<file path="src/rtl/recuantizador_sat_pkg.sv">
// Shared constants for the requantiser: rounding-mode encodings.
package recuantizador_sat_pkg;
    localparam logic [1:0] MODE_TRUNC = 2'b00;
    localparam logic [1:0] MODE_RHU   = 2'b01;
    localparam logic [1:0] MODE_CONV  = 2'b10;
endpackage

</file>
<file path="src/rtl/recuantizador_sat_if.sv">
// Sample stream in/out of the requantiser with valid/ready on both sides.
interface recuantizador_sat_if #(
    parameter int N_IN  = 16,
    parameter int N_OUT = 8
);
    logic [N_IN-1:0]  in_data;
    logic [1:0]       in_mode;
    logic             in_valid;
    logic             in_ready;
    logic [N_OUT-1:0] out_data;
    logic             out_sat;
    logic             out_valid;
    logic             out_ready;

    modport master (output in_data, in_mode, in_valid, out_ready,
                    input  in_ready, out_data, out_sat, out_valid);
    modport slave  (input  in_data, in_mode, in_valid, out_ready,
                    output in_ready, out_data, out_sat, out_valid);
endinterface

</file>
<file path="src/rtl/recuantizador_sat_saturador.sv">
// Combinational shift-and-clamp of the rounded sum down to N_OUT bits,
// with optional MSB inversion for offset-binary DACs.
module saturador #(
    parameter int N_IN       = 16,
    parameter int N_OUT      = 8,
    parameter int SHIFT      = N_IN - N_OUT,
    parameter int OFFSET_BIN = 0
) (
    input  logic signed [N_IN:0] sum,
    output logic [N_OUT-1:0]     word,
    output logic                 sat
);
    localparam logic signed [N_IN:0] QMAX = {{(N_IN-N_OUT+2){1'b0}}, {(N_OUT-1){1'b1}}};
    localparam logic signed [N_IN:0] QMIN = {{(N_IN-N_OUT+2){1'b1}}, {(N_OUT-1){1'b0}}};

    logic signed [N_IN:0] q;
    assign q = sum >>> SHIFT;

    always_comb begin
        sat  = 1'b0;
        word = q[N_OUT-1:0];
        if (q > QMAX) begin
            sat  = 1'b1;
            word = {1'b0, {(N_OUT-1){1'b1}}};
        end else if (q < QMIN) begin
            sat  = 1'b1;
            word = {1'b1, {(N_OUT-1){1'b0}}};
        end
        if (OFFSET_BIN != 0) word[N_OUT-1] = ~word[N_OUT-1];
    end
endmodule

</file>
<file path="src/rtl/recuantizador_sat.sv">
// Two-stage requantiser: rounding offset add, then shift/saturate, with
// valid/ready back-pressure and saturation statistics.
module recuantizador_sat
    import recuantizador_sat_pkg::*;
#(
    parameter int N_IN       = 16,
    parameter int N_OUT      = 8,
    parameter int SHIFT      = N_IN - N_OUT,
    parameter int OFFSET_BIN = 0,
    parameter int CNT_W      = 16
) (
    input  logic             clk,
    input  logic             reset,
    recuantizador_sat_if.slave bus,
    input  logic             sat_clr,
    output logic             sat_sticky,
    output logic [CNT_W-1:0] sat_count
);
    localparam int W   = N_IN + 1;
    localparam int SH1 = (SHIFT > 0) ? SHIFT - 1 : 0;
    localparam logic [W-1:0] HALF = W'(1) << SH1;

    logic                en;
    logic [1:0]          vld_pipe;
    logic [W-1:0]        offset;
    logic signed [W-1:0] s1_sum;
    logic [N_OUT-1:0]    sat_word, out_data_q;
    logic                sat_flag, out_sat_q;

    // Stall the whole pipe only when the output register is full and blocked.
    assign en            = !vld_pipe[1] || bus.out_ready;
    assign bus.in_ready  = en;
    assign bus.out_valid = vld_pipe[1];
    assign bus.out_data  = out_data_q;
    assign bus.out_sat   = out_sat_q;

    always_comb begin
        offset = '0;
        if (SHIFT != 0) begin
            case (bus.in_mode)
                MODE_RHU:  offset = HALF;
                MODE_CONV: offset = HALF - W'(1) + W'(bus.in_data[SHIFT]);
                default:   offset = '0;
            endcase
        end
    end

    always_ff @(posedge clk or posedge reset) begin
        if (reset) begin
            vld_pipe <= '0;
            s1_sum   <= '0;
        end else if (en) begin
            vld_pipe <= {vld_pipe[0], bus.in_valid};
            // One guard bit keeps the rounded sum from wrapping near +full-scale.
            if (bus.in_valid) s1_sum <= {bus.in_data[N_IN-1], bus.in_data} + offset;
        end
    end

    saturador #(
        .N_IN(N_IN), .N_OUT(N_OUT), .SHIFT(SHIFT), .OFFSET_BIN(OFFSET_BIN)
    ) u_sat (
        .sum(s1_sum), .word(sat_word), .sat(sat_flag)
    );

    always_ff @(posedge clk or posedge reset) begin
        if (reset) begin
            out_data_q <= '0;
            out_sat_q  <= 1'b0;
        end else if (en && vld_pipe[0]) begin
            out_data_q <= sat_word;
            out_sat_q  <= sat_flag;
        end
    end

    always_ff @(posedge clk or posedge reset) begin
        if (reset) begin
            sat_sticky <= 1'b0;
            sat_count  <= '0;
        end else if (sat_clr) begin
            sat_sticky <= 1'b0;
            sat_count  <= '0;
        end else if (vld_pipe[1] && bus.out_ready && out_sat_q) begin
            sat_sticky <= 1'b1;
            if (sat_count != '1) sat_count <= sat_count + CNT_W'(1);
        end
    end
endmodule

</file>
<file path="src/flat_wrapper.sv">
// flat-port wrapper written by rule: the top's interface ports become plain ports
module recuantizador_sat_flat import recuantizador_sat_pkg::*;
#(
    parameter int N_IN       = 16,
    parameter int N_OUT      = 8,
    parameter int SHIFT      = N_IN - N_OUT,
    parameter int OFFSET_BIN = 0,
    parameter int CNT_W      = 16
)
  (clk, reset, sat_clr, sat_sticky, sat_count, bus_in_data, bus_in_mode, bus_in_valid, bus_out_ready, bus_in_ready, bus_out_data, bus_out_sat, bus_out_valid);
  recuantizador_sat_if #(.N_IN(N_IN), .N_OUT(N_OUT)) bus_i ();
  input  logic clk;
  input  logic reset;
  input  logic sat_clr;
  output logic sat_sticky;
  output logic [CNT_W-1:0] sat_count;
  input wire logic [$bits(bus_i.in_data)-1:0] bus_in_data;
  input wire logic [$bits(bus_i.in_mode)-1:0] bus_in_mode;
  input wire logic [$bits(bus_i.in_valid)-1:0] bus_in_valid;
  input wire logic [$bits(bus_i.out_ready)-1:0] bus_out_ready;
  output wire logic [$bits(bus_i.in_ready)-1:0] bus_in_ready;
  output wire logic [$bits(bus_i.out_data)-1:0] bus_out_data;
  output wire logic [$bits(bus_i.out_sat)-1:0] bus_out_sat;
  output wire logic [$bits(bus_i.out_valid)-1:0] bus_out_valid;
  assign bus_i.in_data = bus_in_data;
  assign bus_i.in_mode = bus_in_mode;
  assign bus_i.in_valid = bus_in_valid;
  assign bus_i.out_ready = bus_out_ready;
  assign bus_in_ready = bus_i.in_ready;
  assign bus_out_data = bus_i.out_data;
  assign bus_out_sat = bus_i.out_sat;
  assign bus_out_valid = bus_i.out_valid;
  recuantizador_sat #(.N_IN(N_IN), .N_OUT(N_OUT), .SHIFT(SHIFT), .OFFSET_BIN(OFFSET_BIN), .CNT_W(CNT_W)) u_core (.clk(clk), .reset(reset), .bus(bus_i), .sat_clr(sat_clr), .sat_sticky(sat_sticky), .sat_count(sat_count));
endmodule
</file>
<file path="config.mk">
export PLATFORM = sky130hd
export DESIGN_NAME = recuantizador_sat_flat
export DESIGN_NICKNAME = d
export VERILOG_FILES = /design/src/rtl/recuantizador_sat_pkg.sv /design/src/rtl/recuantizador_sat_if.sv /design/src/rtl/recuantizador_sat_saturador.sv /design/src/rtl/recuantizador_sat.sv /design/src/flat_wrapper.sv
export SDC_FILE = /design/constraint.sdc
export NUM_CORES = 1
export LEC_CHECK = 0
export CORE_UTILIZATION = 44
export CTS_CLUSTER_SIZE = 25
export DETAILED_ROUTE_END_ITERATION = 6
export GPL_TIMING_DRIVEN = 0
export PLACE_DENSITY = 0.81
export SLEW_MARGIN = 15
export SYNTH_ARGS = -nofsm -noshare
export SYNTH_HDL_FRONTEND = slang
export SYNTH_SLANG_ARGS = --single-unit
</file>
<file path="constraint.sdc">
create_clock -name clk -period 1.8 [get_ports clk]
set_clock_uncertainty 0.05 [all_clocks]
set_input_delay 0.27 -clock clk [delete_from_list [all_inputs] [get_ports clk]]
set_output_delay 0.27 -clock clk [all_outputs]
set_load 0.05 [all_outputs]
</file>
Word-level counts from Yosys, hierarchy flattened
Cells that the tools add are included.
- input port bits: 23
- logic and storage cells: 33
- register bits: 45
- output and inout port bits: 28
- mux-type cells: 10
- add/subtract/negate cells: 3
- equality and inequality tests: 3
- magnitude comparators: 2
- reductions and logical operators: 9
- operator list (cell ; number):
    16-bit two-way mux ; 3
    17-bit one-hot mux with 2 select lines ; 1
    17-bit adder ; 1
    16-bit by 1-bit adder with 16-bit output, second input constant ; 1
    8-bit two-way mux ; 2
    16-bit inequality test, second input constant ; 1
    9-bit by 8-bit > comparator with 1-bit output, second input constant ; 1
    9-bit by 8-bit < comparator with 1-bit output, second input constant ; 1
    7-bit by 1-bit adder with 8-bit output, first input constant ; 1
    1-bit two-way mux ; 4
    2-bit AND reduction ; 2
    2-bit nonzero test ; 2
    1-bit logical AND ; 3
    2-bit by 1-bit equality test with 1-bit output, second input constant ; 1
    2-bit equality test, second input constant ; 1
    1-bit logical NOT ; 1
    1-bit logical OR ; 1

Logic depth before layout (Yosys ltp)
- word-level depth: 4
- depth in mapped cells: 10
- gate-level depth less buffers: 9

Cells and area by module
From an unflattened synthesis, not the netlist that was laid out.
- cells, all modules: 254
- area, all modules: 2514.9 um^2
- by module, submodules not included (module ; seq. area each (um^2) ; area each (um^2) ; cells an instance ; times used):
    recuantizador_sat ; 1126.1 ; 2414.8 ; 243 ; 1
    saturador ; 0.0 ; 100.1 ; 11 ; 1

Least setup slack after synthesis
No wires, ideal clock.
- path type: register to register
- start point: reg u_core.sat_count[0]
- end point: reg u_core.sat_count[12]
- data required time: 1672 ps
- slack: -544 ps
- cell stages (with the launch flop): 7
- path buffers: 1
- arrival time: 2216 ps
- clock period less this slack: 2344 ps
- setup time: 78 ps
- cell sequence: dfrtp_1 ha_1 inv_1 or4_1 buf_2 or4_1 a21oi_1
- cells in the longest elaborated chain, start to end: 4
- elaborated cells between the ends (all ways): 7
- classes of those cells: add/sub (1); eq/ne (1); mux (3); reduce/logical (2)
- RTL lines (item ; line ; source):
    start, declared ; recuantizador_sat.sv:17 ; output logic [CNT_W-1:0] sat_count
    start signal, assigned ; recuantizador_sat.sv:84 ; if (sat_count != '1) sat_count <= sat_count + CNT_W'(1);
    16-bit by 1-bit adder with 16-bit output ; recuantizador_sat.sv:84 ;
    16-bit two-way mux ; recuantizador_sat.sv:84 ;
    16-bit two-way mux ; recuantizador_sat.sv:82 ; end else if (vld_pipe[1] && bus.out_ready && out_sat_q) begin
    16-bit two-way mux ; recuantizador_sat.sv:79 ; end else if (sat_clr) begin
Several ways; a longest one is shown, not always the timed one. The select of a mux whose other input is x is not followed.
A chain may end at the register's enable or synchronous reset.

Worst setup path in the final report
- start point: reg u_core.vld_pipe[1]
- end point: reg u_core.sat_count[9]
- cells in the longest elaborated chain, start to end: 4
- RTL lines (item ; line ; source):
    start, declared ; recuantizador_sat.sv:24 ; logic [1:0] vld_pipe;
    start signal, assigned ; recuantizador_sat.sv:53 ; vld_pipe <= {vld_pipe[0], bus.in_valid};
    1-bit logical AND (2 in a row) ; recuantizador_sat.sv:82 ;
    2-bit nonzero test (no source line) ; -- ;
    2-bit AND reduction (no source line) ; -- ;
No other way between the ends.

==> metrics.txt <==
Detailed Routing Iterations Pass 1=5; input/output buffers=50; clock latency on the worst-skew pair=290 ps; die height=68.95 um; unrepaired setup endpoints after global routing=yes; combinational power share=31.8%; Clock Tree Root=clkbuf_8; fin. max-slew vios=0; initial antenna violation count=0; die width=68.95 um; DR vias=1,956; crit end category=flip-flop; Avg WL per Cell=15.26 um; Clock Sinks=37; crit path time final=1931 ps; CTS tree=yes; Synth Instances=216; Tightest Pin Transition=751.0 ps; Cell Pwr Density=893.1 nW/um^2; H-tree level count=2; Synth Warn #=0; leak pwr=1.352 nW; antenna viol nets, final=0; clock slew at reported path FFs=70 ps; Seq/Total Area, Yosys=46.95%; pin count of the biggest net entering global routing=38; VDD IR max=0.0007382 V; final worst slack=-130.6 ps; slowest cell on the critical path=or4_4; Net Switching=0.9348 mW; most frequent cells in the layout=nand2_1 (38), o21ai_0 (23), dlygate4sd2_1 (21), dfrtp_1 (21), clkdlybuf4s50_1 (20); achievable frequency=518.0 MHz; Hold WC Path Type=input port to async pin; max_slew headroom=49.86%; num rows=23; CP Data Required Time=1960 ps; max capacitance violation total=0; initial core utilization=47.58%; failing checks=negative setup slack; DPL Wire Length=3233 um; Pwr Total=2.642 mW; most common cell after layout, fill and taps aside=nand2_1; Cell variety after synth=42; 1st-iter DRT viols=175; aggregate routed wire length=5219 um; Remaining DRCs=0; dpl ws=-659.0 ps; Final Cycle Share=107.3%; io pins=51; Core Util, Final=71.38%; Routability Congestion=0.7855; Final nets=318; Netlist Area Pre-Place=1972 sq um; mean post-synth cell area=9.129 sq um; sequential share of power=39.4%; vias per cell=5.719; Area Growth Syn to Fin=50.00%; internal power=1.707 mW; Clock power frac=28.8%; vias in the first global route=1,820; layout cell share with drive strength beyond 1=26.37%; Syn Nets=243; Sw Ratio=35.39%; setup TNS=-691.4 ps; CP Cell Sequence=a31oi_4 -> or4_4 -> or4_4 -> a21oi_2; Startpoint Class=flip-flop; Core ar.=4144 sq um; max incr delay on CP=590 ps; Worst EP arrival=2100 ps; Overall Global Routing Usage=23.08%; # setup viols final=8; first-pass GRT wire length=7983 um; outcome=complete, but fails checks; crit path max fanout=5; CP Class=flip-flop to flip-flop; flops & latches, synth=37; clock buffer depth=2; CTS Buf Count=5; grt ovf=0; crit-path most repeated cell=or4_4; Antenna Cells=0; count of final hold-check violations=0; die area=4753 sq um
[worst max-delay path: cells and delay by family (launching register included)]
kind	cells	cell delay (ps)
flip-flops	1	460
AND/OR/NAND/NOR	2	1090
AO/OA/AOI/OAI	2	250
[layer usage]
| layer | wire length (um) | vias up | track usage (%) |
|---|---|---|---|
| met5 | 0 | - | 0 |
| li1 | - | 937 | - |
| met1 | 2044 | 921 | 24.25 |
| met4 | 103 | 0 | 12.76 |
| met3 | 321 | 9 | 4.605 |
| met2 | 2750 | 89 | 42.48 |
[kinds of logic after synthesis]
family,count (synthesis),share of synthesized area (%)
compound gates,55,16.88
xor+xnor,8,3.553
fa+ha+maj,4,2.538
buf+inv,17,3.299
flops,37,46.95
mux,3,1.650
simple gates,92,25.13
[cells in the mapped netlist, drive strengths merged]
library cell  instances  area (sq um)
nand2                38         142.6
dfrtp                37         925.9
o21ai                25         125.1
a21oi                12         60.06
nor2                 11         41.29
clkbuf                8         30.03
inv                   8         30.03
nand3                 8         45.04
o41ai                 7         61.31
xor2                  6         52.55
nor4                  5         31.28
or4                   5         41.29
and4                  4         36.29
ha                    4         50.05
nand4                 3         33.78
nor3                  3         15.01
o31ai                 3         22.52
a31oi                 2         12.51
and3                  2         12.51
mux2                  2         22.52
nand2b                2         12.51
nor2b                 2         12.51
o311ai                2         17.52
or3                   2         12.51
or4b                  2         20.02
xnor2                 2         17.52
a211oi                1         7.510
a22o                  1         8.760
a311o                 1         10.01
buf                   1         5.000
mux2i                 1         10.01
nor3b                 1         7.510
nor4b                 1         8.760
o211ai                1         7.510
or2                   1         6.260
or2b                  1         7.510
or3b                  1         8.760
[area by class of cell]
class | count | area (sq um)
clock inverter | 1 | 30.03
sequential | 37 | 945.9
inverter | 8 | 30.03
tap | 50 | 62.56
clock buffer | 7 | 86.33
timing repair buffer | 70 | 643.1
fill | 313 | 1186
buffer | 7 | 31.28
multi-input combinational | 162 | 1129
[final timing paths]
check	start	endpoint	slack [ps]	depth (start not counted)
setup / recovery	u_core.vld_pipe[1]	u_core.sat_count[9]	-130	4
hold / removal	reset	u_core.bus.out_data[3]	370	2
setup reg to reg	u_core.vld_pipe[1]	u_core.sat_count[9]	-130	4
hold reg to reg	u_core.bus.out_data[1]	u_core.bus.out_data[1]	430	2
max in group asynchronous	reset	u_core.sat_count[1]	800	2
min in group clk	bus_in_data[8]	u_core.s1_sum[9]	410	4
[repair_timing]
action	in CTS	in global routing
pin swaps	11	3
setup endpoints to repair	37	24
hold endpoints to repair	0	0
hold buffers	0	0
resized for setup	48	16
setup buffers	14	6
[state kept, by name, summed over array words and instances, names as in the netlist]
name and count:
u_core.sat_count 16, u_core.s1_sum 9, u_core.bus.out_data 8, u_core.vld_pipe 2
u_core.bus.out_sat 1, u_core.sat_sticky 1
[per-stage QoR]
step / instances / hold WS [ps] / cell area, sq um
2_1_floorplan: 216 / 356.0 / 2026
3_3_place_gp: 316 / 413.0 / 2589
3_5_place_dp: 316 / 420.6 / 2589
4_1_cts: 336 / 402.2 / 2865
5_1_grt: 342 / 432.7 / 2958
6_report: 342 / 372.6 / 2958
[power groups by stage]
stage	sequential (mW)	clock (mW)	combinational, mW
5_1_grt	1.05	0.795	0.906
4_1_cts	1.04	0.764	0.818
3_3_place_gp	1.06	0	0.782
2_1_floorplan	1.34	0	0.218
3_5_place_dp	1.06	0	0.796
6_report	1.04	0.760	0.841
No activity file was read; power rests on OpenSTA's default activity.
